$ cat src/rtl/fp_mult_share_arbiter.sv
// Round-robin share of one enable/done floating-point multiplier among NUM_REQ requesters,
// with one-cycle ack routing of the result and a timeout abort for a hung multiplier.
module fp_mult_share_arbiter #(
  parameter int NUM_REQ = 4,
  parameter int WIDTH   = 32,
  parameter int TIMEOUT = 64
) (
  input  logic                     clk,
  input  logic                     reset_n,
  input  logic [NUM_REQ-1:0]       req,
  input  logic [NUM_REQ*WIDTH-1:0] req_dataa,
  input  logic [NUM_REQ*WIDTH-1:0] req_datab,
  output logic [NUM_REQ-1:0]       ack,
  output logic [WIDTH-1:0]         resp_result,
  output logic                     resp_error,
  output logic                     busy,
  output logic [WIDTH-1:0]         mult_dataa,
  output logic [WIDTH-1:0]         mult_datab,
  output logic                     mult_enable,
  input  logic [WIDTH-1:0]         mult_result,
  input  logic                     mult_done
);

  localparam int IW = (NUM_REQ > 1) ? $clog2(NUM_REQ) : 1;
  localparam int TW = $clog2(TIMEOUT);

  typedef enum logic [1:0] {IDLE, BUSY, RELEASE} state_t;

  state_t        state;
  logic [IW-1:0] gnt;
  logic [IW-1:0] rr_ptr;
  logic [IW-1:0] sel;
  logic          sel_valid;
  logic [TW-1:0] timer;
  int unsigned   scan_idx;

  // First asserted request scanning rr_ptr, rr_ptr+1, ... with wrap.
  always_comb begin
    sel       = '0;
    sel_valid = 1'b0;
    scan_idx  = 0;
    for (int unsigned k = 0; k < NUM_REQ; k++) begin
      scan_idx = (rr_ptr + k) % NUM_REQ;
      if (!sel_valid && req[scan_idx]) begin
        sel       = IW'(scan_idx);
        sel_valid = 1'b1;
      end
    end
  end

  always_ff @(posedge clk) begin
    if (!reset_n) begin
      state       <= IDLE;
      gnt         <= '0;
      rr_ptr      <= '0;
      timer       <= '0;
      ack         <= '0;
      resp_result <= '0;
      resp_error  <= 1'b0;
      busy        <= 1'b0;
      mult_enable <= 1'b0;
      mult_dataa  <= '0;
      mult_datab  <= '0;
    end else begin
      ack        <= '0;
      resp_error <= 1'b0;
      case (state)
        IDLE: begin
          if (sel_valid) begin
            gnt         <= sel;
            rr_ptr      <= (sel == IW'(NUM_REQ - 1)) ? '0 : sel + 1'b1;
            mult_dataa  <= req_dataa[sel*WIDTH +: WIDTH];
            mult_datab  <= req_datab[sel*WIDTH +: WIDTH];
            mult_enable <= 1'b1;
            timer       <= '0;
            busy        <= 1'b1;
            state       <= BUSY;
          end
        end
        BUSY: begin
          timer <= timer + 1'b1;
          // Done takes priority over a timeout landing on the same cycle.
          if (mult_done) begin
            resp_result <= mult_result;
            ack[gnt]    <= 1'b1;
            mult_enable <= 1'b0;
            state       <= RELEASE;
          end else if (timer == TW'(TIMEOUT - 1)) begin
            resp_result <= '0;
            ack[gnt]    <= 1'b1;
            resp_error  <= 1'b1;
            mult_enable <= 1'b0;
            state       <= RELEASE;
          end
        end
        RELEASE: begin
          // Hold off the next issue until the multiplier drops done and re-arms.
          if (!mult_done) begin
            busy  <= 1'b0;
            state <= IDLE;
          end
        end
        default: state <= IDLE;
      endcase
    end
  end

endmodule
$ cat config.mk
export PLATFORM = sky130hd
export DESIGN_NAME = fp_mult_share_arbiter
export DESIGN_NICKNAME = d
export VERILOG_FILES = /design/src/rtl/fp_mult_share_arbiter.sv
export SDC_FILE = /design/constraint.sdc
export NUM_CORES = 1
export LEC_CHECK = 0
export CORE_AREA = 4 4 151 153
export DETAILED_ROUTE_END_ITERATION = 10
export DIE_AREA = 0 0 155 157
export PLACE_DENSITY = 0.77
export SLEW_MARGIN = 10
export SYNTH_ARGS = -nofsm -noshare
export SYNTH_HDL_FRONTEND = slang
export SYNTH_SLANG_ARGS = --single-unit
$ cat constraint.sdc
create_clock -name clk -period 1.7 [get_ports clk]
set_input_delay 0.17 -clock clk [delete_from_list [all_inputs] [get_ports clk]]
set_output_delay 0.17 -clock clk [all_outputs]
set_load 0.05 [all_outputs]
# After elaboration in Yosys (flattened, before gate mapping)
# Index checks and enable logic that the tools add are counted.
# totals
ff_bits	115
inputBits	295
output_inout_bits	103
word_cells	89
# classes
n_addsub	5
n_lt_le_gt_ge	6
eq_ne	7
shifts	2
mux	37
bitwise_logic	2
n_reduce_logical	19
# op_table
operator	count
128-bit by 8-bit variable part select with 32-bit output	2
32-bit two-way mux	2
2-bit two-way mux	9
2-bit by 3-bit less-than comparator with 1-bit output (second input constant)	5
1-bit two-way mux	14
6-bit case mux with 2 select lines	1
3-bit AND reduction	3
1-bit binary-select mux with 2-bit select	4
4-bit two-way mux	2
2-bit AND reduction	4
6-bit by 1-bit adder with 6-bit output (second input constant)	1
6-bit == test (second input constant)	1
6-bit two-way mux	1
2-bit case mux with 3 select lines	1
2-bit nonzero test	3
2-bit by 1-bit adder with 2-bit output (second input constant)	2
2-bit adder (second input constant)	2
2-bit == test (second input constant)	2
1-bit logical AND	4
2-bit != test (second input constant)	2
1-bit case mux with 2 select lines	2
1-bit zero test	3
3-bit != test (second input constant)	1
3-bit OR reduction	1
other kinds (5)	6

# Longest topological paths before layout
# logic_depth
word_depth	14
ltp_mapped	8
depth_no_buf	6

# Worst setup path before layout
# Ideal clock, no wire load.
# synth_path
path_type	register to register
from	reg timer[0]
to	reg state[1]
setup_time_ps	115
arrival_ps	1630
required_ps	1585
setup_slack_ps	-45
stages_incl_launch_ff	9
n_path_buf	2
synth_period_minus_slack_ps	1745
cell_sequence	dfxtp_1 > ha_1 > and3_1 > a31oi_1 > nand2b_1 > buf_2 > buf_2 > o21ai_0 > and2_1
# synth_between
elab_chain_len	3
# synth_rtl
item	line	text
start, declared	34	logic [TW-1:0] timer;
start signal, assigned	81	timer <= timer + 1'b1;
6-bit == test	88	end else if (timer == TW'(TIMEOUT - 1)) begin
3-bit != test (no line)	n/a	
3-bit AND reduction (no line)	n/a	
end signal, assigned	87	state <= RELEASE;
end signal, assigned	93	state <= RELEASE;
end signal, assigned	100	state <= IDLE;
end, declared	29	state_t state;
# Every way passes these cells.
# A chain may end at the register's enable or synchronous reset.

# Worst setup path after layout
# layout_path
from	in req[0]
to	reg mult_datab[4]
# layout_between
elab_chain_len	13
word_cells_on_any_way	24
cone_classes	shift (1); mux (16); reduce/logical (7)
# layout_rtl
item	line	text
start, declared	10	input logic [NUM_REQ-1:0] req,
1-bit binary-select mux with 2-bit select	44	if (!sel_valid && req[scan_idx]) begin
1-bit two-way mux (not written as such)	44	
1-bit two-way mux	44	
1-bit zero test	44	
1-bit logical AND	44	
1-bit two-way mux	44	
1-bit zero test	44	
1-bit logical AND	44	
1-bit two-way mux	44	
1-bit zero test	44	
1-bit logical AND	44	
2-bit two-way mux or 1-bit two-way mux (tied branches)	44	
128-bit by 8-bit variable part select with 32-bit output or 2-bit AND reduction (tied branches)	n/a	
end signal, assigned	73	mult_datab <= req_datab[sel*WIDTH +: WIDTH];
end, declared	18	output logic [WIDTH-1:0] mult_datab,
# Several ways; a longest one is shown, not always the timed one. The select of a mux whose other input is x is not followed.

==> metrics.md <==
| Metric | Value |
|---|---|
| Vias in the first global route | 6,398 |
| EDFF count, synth | 0 |
| Vias | between 6,000 and 7,000 |
| Synth top cells by count | mux2i_1 (128), dfxtp_1 (115), nand2_1 (79), nor2b_1 (37), o221ai_1 (33) |
| Crit share post-route | 1.01 |
| Startpoint types | input port |
| Clock Skews | 15.0 ps |
| First DRT Iteration DRCs | 306 |
| Gr ovfl total | 0 |
| Failing checks | setup timing |
| Die area | 24,300 um2 |
| FILL cells | 1,941 |
| Synthesized instance count | around 570 |
| Share of post-route cells with drive strength above 1 | 0.208 |
| Die Span Y | 157 um |
| CTS tree | done |
| End of the worst hold path | resp_result[17] |
| Syn Nets | 869 |
| Dominant cells by area after synthesis | dfxtp_1 (39%), mux2i_1 (22%), o221ai_2 (7.9%), nand2_1 (5.0%), o221ai_1 (4.9%) |
| #FFs+latches synth | 115 |
| I/O pins | 398 |
| PD cells | 1050 nW/um2 |
| Die outline width | 155 um |
| Worst reg2reg setup slack | 0 ps |
| Worst Setup Path Type | input port to flop |
| Most common cell on crit path | buf_12 |
| Worst hold path depth | 3 |
| CP Data Arrival Time | 2000 ps |
| Fmax | 581 MHz |
| DR WL/cell | 20.5 um |
| Setup Viol. Count Final | 2 |
| Worst hold start | mult_result[17] |
| Post-Syn Area per Cell | 10.3 um2 |
| Max-slew headroom | 0.650 |
| Drt pass-1 iters | 4 |
| Reg-to-reg startpoint | rr_ptr[0] |
| Critical path's slowest cell | clkdlybuf4s50_1 |
| Max H-tree Level | 4 |
| WP data required | between 1500 and 2000 ps |
| Worst Reg-to-Reg Cells | 7 |
| Worst-path fanout max | 18 |
| Clk_lat worst skew | 420 ps |
| Fraction of registers with async set/reset | 0 |
| Maximum vdd drop | 0.630 mV |
| Crit-path cells | clkdlybuf4s50_1, nor2b_4, nor2_1, o32a_4, buf_12, buf_12, mux2i_2, o221ai_1 |
| Measured slew at the worst slew-check pin | approximately 530 ps |
| Final hold vios | 0 |
| Status | complete, but fails checks |
| Ys flop type | dfxtp_1 |
| Max clock buf depth | 2 |
| Residual DRC | 0 |
| Clock transition at path regs | 60 ps |
| Seq/Total Area, Yosys | 0.391 |
| Distinct cells, synth | 38 |
| Yosys top cell area share | 0.391 |
| Detailed placer's ending HPWL | 19,200 um |
| Largest net degree at the start of global routing | 45 |
| P&R area growth vs syn | 93.3% |
| Core Util, Final | 0.527 |
| GPL Wtd Cong | 0.844 |
| Final worst slack | -20.7 ps |
| Register area | 2310 um2 |
| Clk sinks | ~120 |
| Crit. End Element | flop |
| Core ar. | 21,600 um2 |
| Slowest cell delay on critical path | ~500 ps |
| Synthesis Warnings | 0 |
| FF-to-FF End | mult_datab[4] |
| Min Tclk post-route | between 1500 and 2000 ps |
| First-pass GRT wire length | 36,700 um |
| Net count, final | 1,300 |
| Remaining antenna violation count | 0 |
| Routed vias/inst | 4.87 |
| Unrepaired setup endpoints after global routing | yes |
| Initial antenna violation count | 6 |
| Setup TNS | -23.9 ps |
| Synth area leader | dfxtp_1 |
| Area of the mapped netlist | approximately 6000 um2 |
| Total track usage | 0.193 |
| Multi-input logic area | 3410 um2 |
| Post-detailed-routing wire length | 26,700 um |
| Slew Limit Fails | 0 |
| Worst Hold Class | input port to flop |
| Max_cap viols | 0 |
| Initial Util | 0.273 |
| FP Rows | 54 |
| Leakage power | 4.68 nW |
| Clk root buf | clkbuf_16 |
| Total CTS buffers | 17 |
| Top-count cell post-synth | mux2i_1 |
| Buffers on Ports | 397 |
==> per-layer routing <==
layer / routed length, um / up-vias / global-route usage
met1: 11000 / 3038 / 0.233
met3: 1770 / 32 / 0.0553
li1: - / 3017 / -
met4: 487 / 2 / 0.0610
met5: 13 / - / 0
met2: 13500 / 252 / 0.332
==> registers in the layout (all words and copies together) (netlist names), 2 cells and up <==
| signal | flops |
|---|---|
| mult_dataa | 32 |
| mult_datab | 32 |
| resp_result | 32 |
| timer | 6 |
| ack | 4 |
| gnt | 2 |
| rr_ptr | 2 |
| state | 2 |
==> where the power goes <==
group | internal (mW) | total (mW) | switching (mW)
clock network | 2.55 | 4.07 | 1.52
registers | 3.05 | 3.25 | 0.209
logic | 2.10 | 4.59 | 2.49
==> cell type report <==
| cell class | instances | share of cell area |
|---|---|---|
| Multi-Input combinational cell | 406 | 0.300 |
| Tap cell | 280 | 0.0308 |
| Inverter | 1 | 0.000330 |
| Clock inverter | 14 | 0.0187 |
| Clock buffer | 18 | 0.0386 |
| Antenna cell | 5 | 0.00110 |
| Sequential cell | 115 | 0.203 |
| Timing Repair Buffer | 463 | 0.407 |
==> kinds of logic (layout without fill, tap and decap cells) <==
group	count (synthesis)	after routing	synth area share
AO/OA/AOI/OAI	126	126	0.201
multiplexers	128	128	0.218
AND/OR/NAND/NOR	151	151	0.126
other	0	5	0
buffers and inverters	52	496	0.0615
flip-flops	115	115	0.391
adder cells (fa/ha/maj)	1	1	0.00213
==> through the flow <==
stage / instances / cell area, um2 / hold slack, ps / power, mW / worst slack, ps
final: 1302 / 11400 / 410 / 11.9 / -20.7
after global routing: 1302 / 11400 / 408 / 12.4 / -64.6
after CTS: 1278 / 10900 / 392 / 11.7 / -22.9
after detailed placement: 1246 / 10300 / 447 / 7.66 / -388
after global placement: 1246 / 10300 / 443 / 7.62 / -369
after floorplan: 573 / 5890 / 246 / 5.85 / 19.0
==> placed cells by master, fill, tap and decap left out, types with 3 or more instances in the layout <==
master             n
nor2_1            11
clkdlybuf4s50_1  292
buf_12            11
nand3_1            3
mux2i_2           17
nor2b_1           34
buf_4             77
inv_6              6
a21oi_2            3
clkbuf_16         24
a21oi_1            3
dlygate4sd2_1     64
o221ai_1          26
bufinv_16          4
a22oi_1           32
a31oi_1            3
dfxtp_1          112
nand2_1           79
o221ai_2          38
a21boi_0           5
o21ai_0           10
diode_2            5
and2_1             3
buf_6              7
mux2i_1          110
==> repair_timing <==
item | in CTS | in global routing
setup endpoints to repair | 91 | 98
hold endpoints to repair | 0 | 0
resized for setup | 71 | 46
hold buffers | 0 | 0
gates cloned | 0 | 10
pin swaps | 1 | 4
buffers inserted | 0 | 9
==> critical path, delay by kind of cell <==
kind,cells,cell delay [ps]
AO/OA/AOI/OAI,2,410
buffers and inverters,3,880
AND/OR/NAND/NOR,2,290
multiplexers,1,240
==> how the worst max path moves through the flow <==
stage	to	cells past startpoint	start	slack, ps
after global routing	mult_dataa[11]	8	req[0]	-60
final	mult_datab[4]	8	req[0]	-20
after floorplan	state[1]	8	timer[0]	20
after global placement	mult_dataa[12]	8	req[0]	-370
after detailed placement	mult_datab[18]	8	req[0]	-390
after CTS	resp_result[24]	7	timer[0]	-20
Note: power is estimated with default switching activity, not from simulation.
